$ cat config.mk
export PLATFORM = sky130hd
export DESIGN_NAME = icache_direct_mapped
export DESIGN_NICKNAME = d
export VERILOG_FILES = /design/src/rtl/icache_direct_mapped.sv
export SDC_FILE = /design/constraint.sdc
export NUM_CORES = 2
export LEC_CHECK = 0
export ABC_AREA = 0
export BUFFER_PORTS_ARGS = -buffer_cell sky130_fd_sc_hd__buf_2
export CAP_MARGIN = 10
export CELL_PAD_IN_SITES_DETAIL_PLACEMENT = 0
export CELL_PAD_IN_SITES_GLOBAL_PLACEMENT = 1
export CORE_ASPECT_RATIO = 1.1
export CORE_MARGIN = 2
export CORE_UTILIZATION = 25
export DETAILED_ROUTE_END_ITERATION = 7
export GPL_ROUTABILITY_DRIVEN = 0
export PLACE_DENSITY = 0.49
export SYNTH_ARGS = -nofsm -noshare
export SYNTH_HDL_FRONTEND = slang
export SYNTH_SLANG_ARGS = --single-unit
export TNS_END_PERCENT = 20
$ cat constraint.sdc
create_clock -name clk_in -period 6.73 [get_ports clk_in]
set_input_delay 1.346 -clock clk_in [delete_from_list [all_inputs] [get_ports clk_in]]
set_output_delay 1.346 -clock clk_in [all_outputs]
set_load 0.01 [all_outputs]
$ cat src/rtl/icache_direct_mapped.sv
// rtl/icache_direct_mapped.sv - direct-mapped instruction cache between fetch and memory controller
//
// Ports:
//   clk_in, rst_in      clock, asynchronous active-high reset
//   rdy_in              global ready; low freezes every register and array
//   fetch_req/addr      fetch request (level) and byte address
//   clear               RoB clear; drops the pending response
//   inst_ready/inst_out one-cycle instruction response
//   busy                high while a miss is being filled
//   mem_req/addr        fill request, held until mem_done
//   mem_done/data       fill completion and fill word

module icache_direct_mapped #(
  parameter int INDEX_BITS = 6,
  parameter int TAG_BITS   = 30 - INDEX_BITS
) (
  input  logic        clk_in,
  input  logic        rst_in,
  input  logic        rdy_in,
  input  logic        fetch_req,
  input  logic [31:0] fetch_addr,
  input  logic        clear,
  output logic        inst_ready,
  output logic [31:0] inst_out,
  output logic        busy,
  output logic        mem_req,
  output logic [31:0] mem_addr,
  input  logic        mem_done,
  input  logic [31:0] mem_data
);

  localparam int LINES = 1 << INDEX_BITS;

  typedef enum logic {S_IDLE, S_MISS} state_t;

  state_t               state;
  logic                 abort;
  logic [LINES-1:0]     valid;
  logic [TAG_BITS-1:0]  tag_arr  [LINES];
  logic [31:0]          data_arr [LINES];

  logic [INDEX_BITS-1:0] req_idx;
  logic [TAG_BITS-1:0]   req_tag;
  logic [INDEX_BITS-1:0] fill_idx;
  logic [TAG_BITS-1:0]   fill_tag;
  logic                  hit;
  logic                  fill;
  logic                  unused_addr_bits;

  assign req_idx  = fetch_addr[INDEX_BITS+1:2];
  assign req_tag  = fetch_addr[31:INDEX_BITS+2];
  // The registered mem_addr doubles as the latched miss address.
  assign fill_idx = mem_addr[INDEX_BITS+1:2];
  assign fill_tag = mem_addr[31:INDEX_BITS+2];
  assign hit      = valid[req_idx] && (tag_arr[req_idx] == req_tag);
  assign fill     = rdy_in && (state == S_MISS) && mem_done;
  assign unused_addr_bits = ^fetch_addr[1:0];

  // Tag/data storage carries no reset; the valid bits guard every read.
  always_ff @(posedge clk_in) begin
    if (fill) begin
      tag_arr[fill_idx]  <= fill_tag;
      data_arr[fill_idx] <= mem_data;
    end
  end

  always_ff @(posedge clk_in or posedge rst_in) begin
    if (rst_in) begin
      state      <= S_IDLE;
      abort      <= 1'b0;
      valid      <= '0;
      inst_ready <= 1'b0;
      inst_out   <= 32'h0;
      busy       <= 1'b0;
      mem_req    <= 1'b0;
      mem_addr   <= 32'h0;
    end else if (rdy_in) begin
      inst_ready <= 1'b0;
      case (state)
        S_IDLE: begin
          // clear wins over a same-cycle request; the request is dropped.
          if (!clear && fetch_req) begin
            if (hit) begin
              inst_ready <= 1'b1;
              inst_out   <= data_arr[req_idx];
            end else begin
              state    <= S_MISS;
              mem_req  <= 1'b1;
              mem_addr <= {fetch_addr[31:2], 2'b00};
              busy     <= 1'b1;
            end
          end
        end
        S_MISS: begin
          if (mem_done) begin
            valid[fill_idx] <= 1'b1;
            mem_req         <= 1'b0;
            busy            <= 1'b0;
            state           <= S_IDLE;
            abort           <= 1'b0;
            // A clear on the completing cycle suppresses the response too.
            if (!abort && !clear) begin
              inst_ready <= 1'b1;
              inst_out   <= mem_data;
            end
          end else if (clear) begin
            abort <= 1'b1;
          end
        end
        default: state <= S_IDLE;
      endcase
    end
  end

endmodule

==> metrics.txt <==
share of layout cells above drive strength 1 0.3224; Post-synth ARST share 0.03500; CP cell instances buf_8 > buf_12 > mux4_2 > mux4_2 > and2_1 > a21oi_1 > xnor2_1 > o32ai_1 > buf_4 > nand3_1 > nor4_2 > buf_4 > a21boi_4 > buf_12 > mux2_2; Cells after Synth 6162; top post-synthesis cells by area edfxtp_1 (76%), mux4_2 (15%), dfrtp_1 (2.3%), mux2i_1 (1.6%), mux2_2 (0.51%); Seq/Total Area, Yosys 0.7784; clock skew 86.77 ps; Vias per Instance 4.734; initial core utilization 0.2512; R2R Path Start tag_arr[29][1]; Post-synth EDFFs 3584; htree depth 5; busiest grt layer met2; max-cap violation count 0; Worst EP arrival 6310 ps; CP top delay family buffers and inverters; nets 6757; DRC Markers 0; CTS Sinks 3714; most numerous cell in the Yosys netlist edfxtp_1; CTS resizes 0; kind of critical path input port to flop; crit path buf inv count 5; CP startpoint fetch_addr[4]; number of global-route vias before repair 71570; postcts setup bufs 0; Worst Hold Class flop to flop; worst skew pair latency 1000 ps; post-route setup TNS 0 ps; Die X 723.7 µm; Leak 52.21 nW; synth warn 0; TritonRoute pass-1 iters 5; Hold Buf Count CTS 0; GRT overflow 0; slowest stage delay, CP 610 ps; Req. time, crit path 7530 ps; met2 Usage GRT 0.2686; Final min period 5509 ps; top post-synthesis cells by count edfxtp_1 (3584), mux4_2 (964), mux2i_1 (224); Hold Vio Cnt, Final 0; initial antenna violation count 50; largest net degree at the start of global routing 120; critical path peak fanout 61; Highest Clock Rate 181.5 MHz; share of the synthesized area in the top cell type 0.7555; post-route setup slack 1221 ps; first-pass GRT wire length 624300 µm; HPWL after detailed placement 254500 µm; IO Port Bufs 132; antenna viol nets, final 0; M3 GR Usage 0.02317; clk slew on worst S/H paths 60 ps; vias 69160; Slew headroom 0.1804; largest vdd supply drop 0.0002137 V; Final period util 0.8186; Finished Core Util 0.2950; max-slew violations 0; Final setup viols 0; Die Y 795.7 µm; clock buffer depth 4; Hold Startpoint valid[35]; pwr/cell area 306.7 nW/µm²; DR iter-0 viols 8094; FF+latch count, synth 3714; CTS buffer count 377; Die ar. 575900 µm²; total core area 567100 µm²; post-synth top area cell edfxtp_1; worst hold margin 463.4 ps; worst-margin pin slew 1229 ps; Synth Flop Type edfxtp_1; reg-to-reg slack, setup 2160 ps; CTS tree yes; gr usage total 0.1568; dpl ws 140.5 ps; synth unique cells 66; Synth Cell Area 142500 µm²; met1 usage in global routing 0.2104; syn avg cell area 23.12 µm²; # rows 290; Startpoint Class input port; drt wl/cell 31.68 µm; CP Capture Type flop; I/O pin count 137; slowest CP cell o32ai_1; unrepaired setup endpoints after global routing no; status finished clean; routed wire length 462800 µm; Root Buffer clkbuf_16; area delta synth->final 17.44%
cell usage in the layout (no fill, tap or decap), drive strengths merged, types with 10 or more instances in the layout:
cell type,Yosys,layout
nor2b,23,23
nand2b,13,13
diode,0,15
xor2,15,15
o211ai,18,18
clkinv,1,160
nand3,55,55
and2,10,10
nor2,165,165
mux2i,224,224
o21ai,32,32
a31oi,12,12
nand2,76,76
a21oi,43,43
dfrtp,130,130
mux2,103,103
mux4,964,964
clkbuf,136,467
inv,21,33
a221oi,26,26
o22ai,33,33
clkinvlp,0,19
or2,67,67
nand4,13,13
a22oi,89,89
bufinv,0,35
buf,193,474
edfxtp,3584,3584
a211oi,12,12
area by class of cell:
type | instances | area (µm²)
Timing Repair Buffer | 474 | 3983
Clock inverter | 225 | 2367
Inverter | 22 | 92.59
Antenna cell | 15 | 37.54
Multi-Input combinational cell | 2098 | 30450
Clock buffer | 467 | 9955
Fill cell | 54760 | 399800
Sequential cell | 3714 | 110900
Tap cell | 7592 | 9499
cell families after synthesis:
group,Yosys count,share of synthesized area
DFF,3714,0.7784
muxes,1291,0.1771
and+or+nand+nor,476,0.01652
buffers and inverters,351,0.01160
AOI/OAI and AO/OA,306,0.01503
xor gates and xnor gates,23,0.001414
other,1,0.00002632
where the power goes:
group | internal, mW | total (mW) | switching (mW)
Clock | 11.9 | 21.1 | 9.18
Sequential | 26.4 | 26.9 | 0.518
Combinational | 1.24 | 3.33 | 2.10
Total | 39.5 | 51.3 | 11.8
per-layer routing:
layer / part of all wire / up-vias
li1: - / 27290
met1: 0.42 / 38930
met2: 0.50 / 2422
met3: 0.059 / 508
met4: 0.022 / 4
met5: 0.000056 / -
state kept, by name, indices dropped and copies added (netlist names):
| register | count |
|---|---|
| abort | 1 |
| data_arr | 2048 |
| inst_ready | 1 |
| mem_addr | 30 |
| mem_req | 1 |
| state | 1 |
| inst_out | 32 |
| tag_arr | 1536 |
| valid | 64 |
stage by stage:
step | total power [mW] | area, µm² | cells
after floorplan | 29.00 | 142500 | 6163
after global placement | 30.67 | 154900 | 13900
after detailed placement | 30.79 | 154900 | 13900
after CTS | 51.87 | 167200 | 14590
after global routing | 52.90 | 167300 | 14600
final | 51.31 | 167300 | 14610
final timing paths:
kind,endpoint,cells past startpoint
max in group asynchronous,valid[24],3
hold / removal,valid[35],1
min in group asynchronous,mem_addr[26],2
setup reg to reg,mem_addr[9],13
setup / recovery,mem_addr[9],15
hold reg to reg,valid[35],1
worst register-to-register path, delay by kind of cell, from the launching register on:
| family | cells | cell delay [ps] |
|---|---|---|
| mux | 3 | 1360 |
| compound gates | 3 | 950 |
| simple gates | 3 | 930 |
| buf+inv | 3 | 770 |
| flops | 1 | 360 |
| xor+xnor | 1 | 90 |
No activity file was read; power rests on OpenSTA's default activity.
